**src/rtl/spi_flash_erase_ctrl.sv**
```systemverilog
// SPI-flash erase engine.
// A start pulse runs WREN, then a bulk / 64 KB sector / 4 KB subsector erase,
// then (optionally) polls RDSR until WIP clears or the poll budget runs out.
// SPI mode 0, MSB first. cs_n, sck and mosi are registered, so the counters
// always describe the SPI cycle currently on the pins.
module spi_flash_erase_ctrl #(
  parameter int          SCK_DIV   = 4,
  parameter int          CS_GAP    = 8,
  parameter bit          POLL_EN   = 1'b1,
  parameter logic [15:0] MAX_POLLS = 16'd50000
) (
  input  logic        sys_clk,
  input  logic        sys_rst_n,
  input  logic        start,
  input  logic [1:0]  mode,
  input  logic [23:0] addr,
  input  logic        miso,
  output logic        cs_n,
  output logic        sck,
  output logic        mosi,
  output logic        busy,
  output logic        done,
  output logic        err
);

  localparam int H     = SCK_DIV / 2;
  localparam int DIV_W = (SCK_DIV > 1) ? $clog2(SCK_DIV) : 1;
  localparam int GAP_W = $clog2(CS_GAP + 1);

  localparam logic [DIV_W-1:0] DIV_LAST  = DIV_W'(SCK_DIV - 1);
  localparam logic [DIV_W-1:0] DIV_RISE  = DIV_W'(H);
  localparam logic [DIV_W-1:0] HALF_LAST = DIV_W'(H - 1);
  localparam logic [GAP_W-1:0] GAP_LAST  = GAP_W'(CS_GAP - 1);

  // FSM states
  localparam logic [2:0] ST_IDLE  = 3'd0;
  localparam logic [2:0] ST_WREN  = 3'd1;
  localparam logic [2:0] ST_GAP   = 3'd2;
  localparam logic [2:0] ST_ERASE = 3'd3;
  localparam logic [2:0] ST_POLL  = 3'd4;
  localparam logic [2:0] ST_DONE  = 3'd5;

  // Segments of one cs_n-low frame: lead-in half period, data bits, tail half period
  localparam logic [1:0] SEG_LEAD  = 2'd0;
  localparam logic [1:0] SEG_BITS  = 2'd1;
  localparam logic [1:0] SEG_TRAIL = 2'd2;

  localparam logic [7:0] OP_WREN = 8'h06;
  localparam logic [7:0] OP_RDSR = 8'h05;
  localparam logic [7:0] OP_BULK = 8'hC7;
  localparam logic [7:0] OP_SECT = 8'hD8;
  localparam logic [7:0] OP_SUB  = 8'h20;

  localparam logic [1:0] MODE_RSVD = 2'b11;

  // Control state
  logic [2:0]       state, state_nxt;
  logic [1:0]       seg, seg_nxt;
  logic [DIV_W-1:0] div, div_nxt;
  logic [5:0]       bit_cnt, bit_nxt;
  logic [GAP_W-1:0] gap_cnt, gap_nxt;
  logic [15:0]      poll_cnt, poll_nxt, poll_inc;
  logic             gap_to_erase, gap_to_erase_nxt;
  logic             err_nxt;

  // Datapath state (never reset: always reloaded before use)
  logic [1:0]  mode_q;
  logic [23:0] addr_q;
  logic [31:0] tx_sr, tx_nxt;
  logic        wip_q, wip_nxt;

  logic [5:0] last_bit;
  logic       frame_end;
  logic       frame_nxt;

  function automatic logic [7:0] erase_opcode(input logic [1:0] m);
    case (m)
      2'b00:   return OP_BULK;
      2'b01:   return OP_SECT;
      default: return OP_SUB;
    endcase
  endfunction

  // Index of the final bit of the frame issued in state st
  function automatic logic [5:0] frame_last_bit(input logic [2:0] st, input logic [1:0] m);
    case (st)
      ST_WREN:  return 6'd7;
      ST_ERASE: return (m == 2'b00) ? 6'd7 : 6'd31;
      ST_POLL:  return 6'd15;
      default:  return 6'd0;
    endcase
  endfunction

  function automatic logic [15:0] sat_inc16(input logic [15:0] v);
    return (v == 16'hFFFF) ? v : v + 16'd1;
  endfunction

  assign last_bit  = frame_last_bit(state, mode_q);
  assign poll_inc  = sat_inc16(poll_cnt);
  assign frame_nxt = (state_nxt == ST_WREN) || (state_nxt == ST_ERASE) ||
                     (state_nxt == ST_POLL);

  // Next-state: FSM sequencing plus the per-frame divider / bit stepping
  always_comb begin
    state_nxt        = state;
    seg_nxt          = seg;
    div_nxt          = div;
    bit_nxt          = bit_cnt;
    gap_nxt          = gap_cnt;
    poll_nxt         = poll_cnt;
    gap_to_erase_nxt = gap_to_erase;
    tx_nxt           = tx_sr;
    wip_nxt          = wip_q;
    err_nxt          = err;
    frame_end        = 1'b0;

    case (state)
      ST_IDLE: begin
        if (start) begin
          poll_nxt = 16'd0;
          if (mode == MODE_RSVD) begin
            state_nxt = ST_DONE;
            err_nxt   = 1'b1;
          end else begin
            state_nxt = ST_WREN;
            err_nxt   = 1'b0;
            seg_nxt   = SEG_LEAD;
            div_nxt   = '0;
            bit_nxt   = 6'd0;
            tx_nxt    = {OP_WREN, 24'h0};
          end
        end
      end

      ST_WREN, ST_ERASE, ST_POLL: begin
        case (seg)
          SEG_LEAD: begin
            if (div == HALF_LAST) begin
              seg_nxt = SEG_BITS;
              div_nxt = '0;
            end else begin
              div_nxt = div + DIV_W'(1);
            end
          end
          SEG_BITS: begin
            // miso is taken in the cycle where sck is first high
            if (div == DIV_RISE) wip_nxt = miso;
            if (div == DIV_LAST) begin
              div_nxt = '0;
              tx_nxt  = {tx_sr[30:0], 1'b0};
              if (bit_cnt == last_bit) seg_nxt = SEG_TRAIL;
              else                     bit_nxt = bit_cnt + 6'd1;
            end else begin
              div_nxt = div + DIV_W'(1);
            end
          end
          default: begin
            if (div == HALF_LAST) frame_end = 1'b1;
            else                  div_nxt   = div + DIV_W'(1);
          end
        endcase

        if (frame_end) begin
          case (state)
            ST_WREN: begin
              state_nxt        = ST_GAP;
              gap_nxt          = '0;
              gap_to_erase_nxt = 1'b1;
            end
            ST_ERASE: begin
              if (POLL_EN) begin
                state_nxt        = ST_GAP;
                gap_nxt          = '0;
                gap_to_erase_nxt = 1'b0;
              end else begin
                state_nxt = ST_DONE;
              end
            end
            default: begin
              // Last bit shifted in is status[0] = WIP
              poll_nxt = poll_inc;
              if (!wip_q) begin
                state_nxt = ST_DONE;
              end else if (poll_inc >= MAX_POLLS) begin
                state_nxt = ST_DONE;
                err_nxt   = 1'b1;
              end else begin
                state_nxt        = ST_GAP;
                gap_nxt          = '0;
                gap_to_erase_nxt = 1'b0;
              end
            end
          endcase
        end
      end

      ST_GAP: begin
        if (gap_cnt == GAP_LAST) begin
          state_nxt = gap_to_erase ? ST_ERASE : ST_POLL;
          seg_nxt   = SEG_LEAD;
          div_nxt   = '0;
          bit_nxt   = 6'd0;
          tx_nxt    = gap_to_erase ? {erase_opcode(mode_q), addr_q} : {OP_RDSR, 24'h0};
        end else begin
          gap_nxt = gap_cnt + GAP_W'(1);
        end
      end

      ST_DONE: state_nxt = ST_IDLE;

      default: state_nxt = ST_IDLE;
    endcase
  end

  // Control registers and registered pin drivers (decoded from next state)
  always_ff @(posedge sys_clk or negedge sys_rst_n) begin
    if (!sys_rst_n) begin
      state        <= ST_IDLE;
      seg          <= SEG_LEAD;
      div          <= '0;
      bit_cnt      <= 6'd0;
      gap_cnt      <= '0;
      poll_cnt     <= 16'd0;
      gap_to_erase <= 1'b0;
      cs_n         <= 1'b1;
      sck          <= 1'b0;
      mosi         <= 1'b0;
      busy         <= 1'b0;
      done         <= 1'b0;
      err          <= 1'b0;
    end else begin
      state        <= state_nxt;
      seg          <= seg_nxt;
      div          <= div_nxt;
      bit_cnt      <= bit_nxt;
      gap_cnt      <= gap_nxt;
      poll_cnt     <= poll_nxt;
      gap_to_erase <= gap_to_erase_nxt;
      cs_n         <= !frame_nxt;
      sck          <= frame_nxt && (seg_nxt == SEG_BITS) && (div_nxt >= DIV_RISE);
      mosi         <= frame_nxt && (seg_nxt == SEG_BITS) && tx_nxt[31];
      busy         <= (state_nxt != ST_IDLE);
      done         <= (state_nxt == ST_DONE);
      err          <= err_nxt;
    end
  end

  // Request latch and shift registers
  always_ff @(posedge sys_clk) begin
    if ((state == ST_IDLE) && start) begin
      mode_q <= mode;
      addr_q <= addr;
    end
    tx_sr <= tx_nxt;
    wip_q <= wip_nxt;
  end

endmodule

```
**config.mk**
```make
export PLATFORM = sky130hd
export DESIGN_NAME = spi_flash_erase_ctrl
export DESIGN_NICKNAME = d
export VERILOG_FILES = /design/src/rtl/spi_flash_erase_ctrl.sv
export SDC_FILE = /design/constraint.sdc
export NUM_CORES = 1
export LEC_CHECK = 0
export ABC_AREA = 1
export BUFFER_PORTS_ARGS = -buffer_cell sky130_fd_sc_hd__buf_2
export CAP_MARGIN = 10
export CORE_MARGIN = 10
export CORE_UTILIZATION = 60
export CTS_CLUSTER_DIAMETER = 30
export DETAILED_ROUTE_END_ITERATION = 10
export PLACE_DENSITY_LB_ADDON = 0.12
export SLEW_MARGIN = 25
export SYNTH_ARGS = -nofsm -noshare
export SYNTH_HDL_FRONTEND = slang
export SYNTH_SLANG_ARGS = --single-unit
export TNS_END_PERCENT = 20
```
**constraint.sdc**
```tcl
create_clock -name sys_clk -period 4.5 [get_ports sys_clk]
set_clock_uncertainty 0.2 [all_clocks]
set_input_delay 0.9 -clock sys_clk [delete_from_list [all_inputs] [get_ports sys_clk]]
set_output_delay 0.9 -clock sys_clk [all_outputs]
set_load 0.01 [all_outputs]
```
==> results of run 1 <==
-- final timing paths --
kind / start / to / slack [ps] / cells after the start
hold / removal: tx_sr[31] / tx_sr[31] / 280 / 2
setup / recovery: state[1] / bit_cnt[4] / 1480 / 13
hold reg to reg: tx_sr[31] / tx_sr[31] / 280 / 2
min in group asynchronous: sys_rst_n / state[2] / 470 / 1
max in group asynchronous: sys_rst_n / poll_cnt[9] / 3060 / 1
setup reg to reg: state[1] / bit_cnt[4] / 1480 / 13
-- tightest hold or removal path: stages (launching register included) --
cell      delay, ps
dfxtp_1         320
a221oi_1         80
inv_1            60
-- area by class of cell --
class,count,area share (%)
Sequential cell,99,52.8
Multi-Input combinational cell,305,32.5
Inverter,60,4.30
Timing Repair Buffer,39,3.92
Clock buffer,10,2.63
Tap cell,102,2.44
Clock inverter,6,1.36
-- flip-flops by register name (all words and copies together), names as in the netlist, 3 cells and up --
register / count
addr_q: 24
bit_cnt: 6
gap_cnt: 4
poll_cnt: 16
state: 3
tx_sr: 32
-- logic make-up (layout without fill, tap and decap cells) --
logic type / count (synthesis) / in the layout / share of synthesized area [%]
buf+inv: 69 / 115 / 5.70
simple gates: 206 / 206 / 21.0
fa+ha+maj: 6 / 6 / 1.59
mux: 1 / 1 / 0.212
flops: 99 / 99 / 58.6
xor+xnor: 5 / 5 / 0.928
compound gates: 87 / 87 / 12.0
-- power by group --
group	internal, mW	switching [mW]
logic	0.295	0.667
registers	1.34	0.156
clock network	0.278	0.310
total	1.92	1.13
-- per-layer routing --
layer	wire length, um	part of all wire [%]	track usage (%)
met1	4160	44	21.7
met2	4620	49	26.0
met3	477	5.1	3.54
met4	110	1.2	4.80
met5	0	0	0
-- metrics by stage --
stage	util, %	instances	cell area, um^2
final	68.1	621	5230
after global routing	68.1	621	5230
after floorplan	-	473	4720
after detailed placement	65.3	605	5020
after global placement	65.3	605	5020
after CTS	68.1	621	5230
-- layout by cell type, fill, tap and decap left out, types with 3 or more instances in the layout --
master and instances:
nand2_1 82, edfxtp_1 58, inv_1 48, nor2_1 42, dfrtp_1 39, buf_2 35
nand3_1 28, o21ai_0 27, a22o_1 23, a21oi_1 17, nand2_2 14, inv_2 12
clkbuf_8 10, nor2_2 8, nand3_2 7, nor3_1 6, o21ai_1 6, nand4_1 6
ha_1 6, nand2_4 5, xor2_1 5, buf_4 4, o22ai_1 3, o21a_1 3
==> metrics.cfg, run 1 <==
[run_status]
status=complete, no violations

[yosys]
yosysMostFrequentCell=nand2_1
yosys_warnings=0
synthTopCellsByCount=nand2_1 (82), edfxtp_1 (58), inv_1 (48), nor2_1 (44), dfrtp_1 (39)
postSynthAreaPerCell_um2=9.97
synthArstFlopShare_pct=40.4
ys_seq_area_share_pct=58.6
synth.top_cell.area_share_pct=36.9
synth_cell_types=40
synth_nets=509
yosys-top-cells-area=edfxtp_1 (37%), dfrtp_1 (21%), nand2_1 (6.5%), a22o_1 (4.3%), inv_1 (3.8%)
postSynthCellCount=473
ys_seq_elements=99
ys.flop_type=edfxtp_1
yosysTopAreaCell=edfxtp_1
synth-edff-count=58
synthesis.area_um2=4720

[cts]
clockBufferDepth=2
clkTransAtPathRegs_ps=100
cts_tree=built
cts_inserted_buffers=9
cts-root-buf=clkbuf_8
cts.sink_count=99
cts_setup_buffers=0
htree_num_levels=3
cts_resized=0
holdBufCountCts=0
clk_latency_ps=360

[die]
initial_utilization_pct=61.4
dieArea_um2=11800
core_um2=7690
die_x_um=109
placementRows=32
die_height_um=109
pin_count=36

[layout]
fin_nets=550
diodes=0
regArea_um2=2760
drive_above_1_share_pct=21.0
fill_cells=607
area_delta_synth_final_pct=10.9
multi_input_area_um2=1700

[global_routing]
grtUsageTotal_pct=16.2
grt_max_degree=41
grt_pass1_vias=3148
antenna_found_initial=0
overflow=0
grt_pass1_wl_um=15200

[worst_setup_path]
start_kind=flip-flop
crit_chain=nor2_1 > nand2_1 > nand2_4 > nor3_1 > or2_1 > a21oi_4 > buf_4 > inv_2 > a21oi_4 > nand3_2 > nor2_1 > a21oi_1 > o21a_1
worst-path-buf-inv=2
crit_path_max_incr_delay_ps=430
worst_ep_arrival_time_ps=3070
critical_path_class=reg2reg
endpoint_kind=flip-flop
slowest_stage=dfrtp_1
path_delay_family=simple AND/OR/NAND/NOR gates
cp.required_ps=4560
critPathMaxFanout=32

[placement]
place_worst_setup_slack_ps=1280
gp_congestion=0.893
io_buffers=35
hpwl_um=6710

[sta]
worst_slew_pin_slew_ps=906
slew_headroom_pct=39.6
fmax_mhz=332
rsz0062_at_grt=false
min_period_ps=3020
finalCritPeriodShare_pct=67.0
finalHoldViolCount=0
final_max_slew_viol_count=0
hold_slack_ps=283
setup_violations=0
setup_tns_ps=0
finalWorstSetupSlack_ps=1480

[detailed_routing]
first_pass_iters=5
wl_per_cell_um=15.1
vias=3395
drt_iter0_drc=219
wl_um=9370
post-route-drc-count=0
via_per_inst=5.47
antenna_left=0

[power_and_ir_drop]
p_per_area_nw_per_um2=583
power_mw=3.05
p_leak_nw=2.24
peakVddDrop_uv=321

[flow_run]
maxCapViolCount=0

[hold_path]
holdCritPathClass=reg2reg

(Power assumes the default switching activity.)
==> inputs of run 2 (changes only) <==
Settings changed: CORE_UTILIZATION 60 to 54.
Clock period 4.5 ns to 2.6 ns, I/O delays scaled along.
==> metrics.cfg, run 2 (same netlist as run 1, synthesis figures left out) <==
[worst_setup_path]
crit_start=state[0]
r2r_slack_ps=150  ; -1330 ps
cp.depth=12  ; -1
critPathMaxFanout=13  ; -59%
worst_ep_arrival_time_ps=2510  ; -560 ps
crit_path_max_incr_delay_ps=420  ; about the same
slowest_stage=dfrtp_1
endpoint_kind=flip-flop
r2r_start=state[0]
endpoint=bit_cnt[4]
crit_chain=nor2_1 > nand2_1 > nand2_4 > nor3_1 > or2_4 > a21oi_4 > inv_2 > a21oi_4 > nand3_2 > nor2_1 > a21oi_1 > o21a_1
critical_path_class=reg2reg
path_delay_family=simple AND/OR/NAND/NOR gates
r2r-end=bit_cnt[4]
worst-path-buf-inv=1  ; -1
cp.required_ps=2670  ; -1890 ps
start_kind=flip-flop
worstRegToRegCells=12  ; -1

[global_routing]
grt_max_degree=32  ; -22%
grt_pass1_vias=3415  ; +8.5%
grt_pass1_wl_um=16000  ; +5.3%
antenna_found_initial=0  ; unchanged
overflow=0  ; unchanged
grtUsageTotal_pct=15.1  ; -1.2 points

[layout]
drive_above_1_share_pct=24.3  ; +3.3 points
largest_reg_flops=32  ; unchanged
biggestRegsByFlops=tx_sr (32), addr_q (24), poll_cnt (16)
fin_cells=639  ; +2.9%
fill_cells=701  ; +15%
finalInstanceArea_um2=5380  ; +2.9%
fin_nets=562  ; +2.2%
area_delta_synth_final_pct=14.1
mostFrequentLayoutCell=nand2_1
regMostFlops=tx_sr
mostFrequentLayoutCells=nand2_1 (81), edfxtp_1 (58), inv_1 (48)
diodes=0  ; unchanged

[die]
initial_utilization_pct=54.9  ; -6.5 points
pin_count=36  ; unchanged
dieArea_um2=12900  ; +9.0%
die_height_um=113  ; +4.4%
die_x_um=113  ; +4.4%
placementRows=34  ; +6.3%
core_um2=8590  ; +12%

[sta]
finalHoldViolCount=0  ; unchanged
setup_tns_ps=0  ; unchanged
final_max_slew_viol_count=0  ; unchanged
slew_headroom_pct=71.7  ; +32 points
setup_violations=0  ; unchanged
worst_slew_pin_slew_ps=425  ; -481 ps
min_period_ps=2450  ; -569 ps
finalCritPeriodShare_pct=94.1  ; +27 points
fmax_mhz=409  ; +23%

[placement]
hpwl_um=7050  ; +5.1%
postPlaceCellArea_um2=5100  ; +1.4%
io_buffers=35  ; unchanged
gp_congestion=0.919  ; +2.9%
placedCellCount=620  ; +2.5%

[detailed_routing]
antenna_left=0  ; unchanged
drt_iter0_drc=207  ; -5.5%
wl_per_cell_um=15.1  ; -0.17%
via_per_inst=5.39  ; -1.3%
first_pass_iters=5  ; unchanged
wl_um=9630  ; +2.7%
post-route-drc-count=0  ; unchanged
vias=3447  ; +1.5%

[cts]
cts_tree=built
cts-root-buf=clkbuf_8
htree_num_levels=3  ; unchanged
clkTransAtPathRegs_ps=110  ; about the same
cts.sink_count=99  ; unchanged
clockBufferDepth=2  ; unchanged
clk_latency_ps=360  ; about the same
cts_inserted_buffers=9  ; unchanged

[power_and_ir_drop]
p_leak_nw=2.30  ; +2.6%
p_per_area_nw_per_um2=1000  ; +72%
peakVddDrop_uv=457  ; +43%
power_mw=5.39  ; +77%

[flow_run]
maxCapViolCount=0  ; unchanged

[hold_path]
holdCritPathClass=in2reg

[run_status]
status=complete, no violations

==> run 2: metal layers <==
metal | wire length, um | vias to the layer above | GRT usage (%)
li1 | - | 1716 | -
met4 | 206 | 0 | 6.01
met5 | 0 | - | 0
met2 | 4540 | 90 | 23.7
met3 | 391 | 20 | 3.10
met1 | 4490 | 1621 | 19.9
==> run 2: layout make-up <==
cell class | instances | area (um^2) | area share, %
multi-input combinational | 306 | 1750 | 32.6
clock buffer | 9 | 124 | 2.30
tap | 108 | 135 | 2.51
inverter | 60 | 228 | 4.23
timing repair buffer | 50 | 290 | 5.39
clock inverter | 7 | 90.1 | 1.67
sequential | 99 | 2760 | 51.3
==> run 2: power by group <==
group | leakage, nW | switching [mW] | internal [mW]
clock | 0.111 | 0.576 | 0.476
sequential | 1.09 | 0.257 | 2.32
combinational | 1.10 | 1.18 | 0.574
total | 2.30 | 2.01 | 3.37
==> run 2: stage by stage <==
step | util (%) | hold WS (ps) | setup slack [ps]
floorplan | - | 24.4 | -155
global placement | 59.3 | 224 | 114
detailed placement | 59.3 | 227 | 48.0
CTS | 61.9 | 109 | 18.4
global route | 62.7 | 111 | -24.0
finish | 62.7 | 126 | 153
==> run 2: worst register-to-register path, cell delays in order (launching register included) <==
cell and delay [ps]:
dfrtp_1 420, nor2_1 140, nand2_1 160, nand2_4 200, nor3_1 90, or2_4 290, a21oi_4 130, inv_2 70
a21oi_4 230, nand3_2 110, nor2_1 140, a21oi_1 80, o21a_1 100
==> run 2: worst min path at each step <==
stage          startpoint         end  slack (ps)  depth (start not counted)
2_1_floorplan   sys_rst_n  bit_cnt[0]          20                          0
3_3_place_gp    sys_rst_n        done         220                          1
3_5_place_dp    sys_rst_n        done         230                          1
4_1_cts          addr[15]  addr_q[15]         110                          1
5_1_grt          addr[19]  addr_q[19]         110                          1
6_report         addr[15]  addr_q[15]         130                          1
==> run 2: what timing repair did <==
| item | 4_1_cts | 5_1_grt |
|---|---|---|
| resized for setup | 0 | 12 |
| setup buffers | 0 | 1 |
| hold endpoints to repair | 11 | 0 |
| hold buffers | 1 | 0 |
| endpoints found under the setup margin | 0 | 13 |
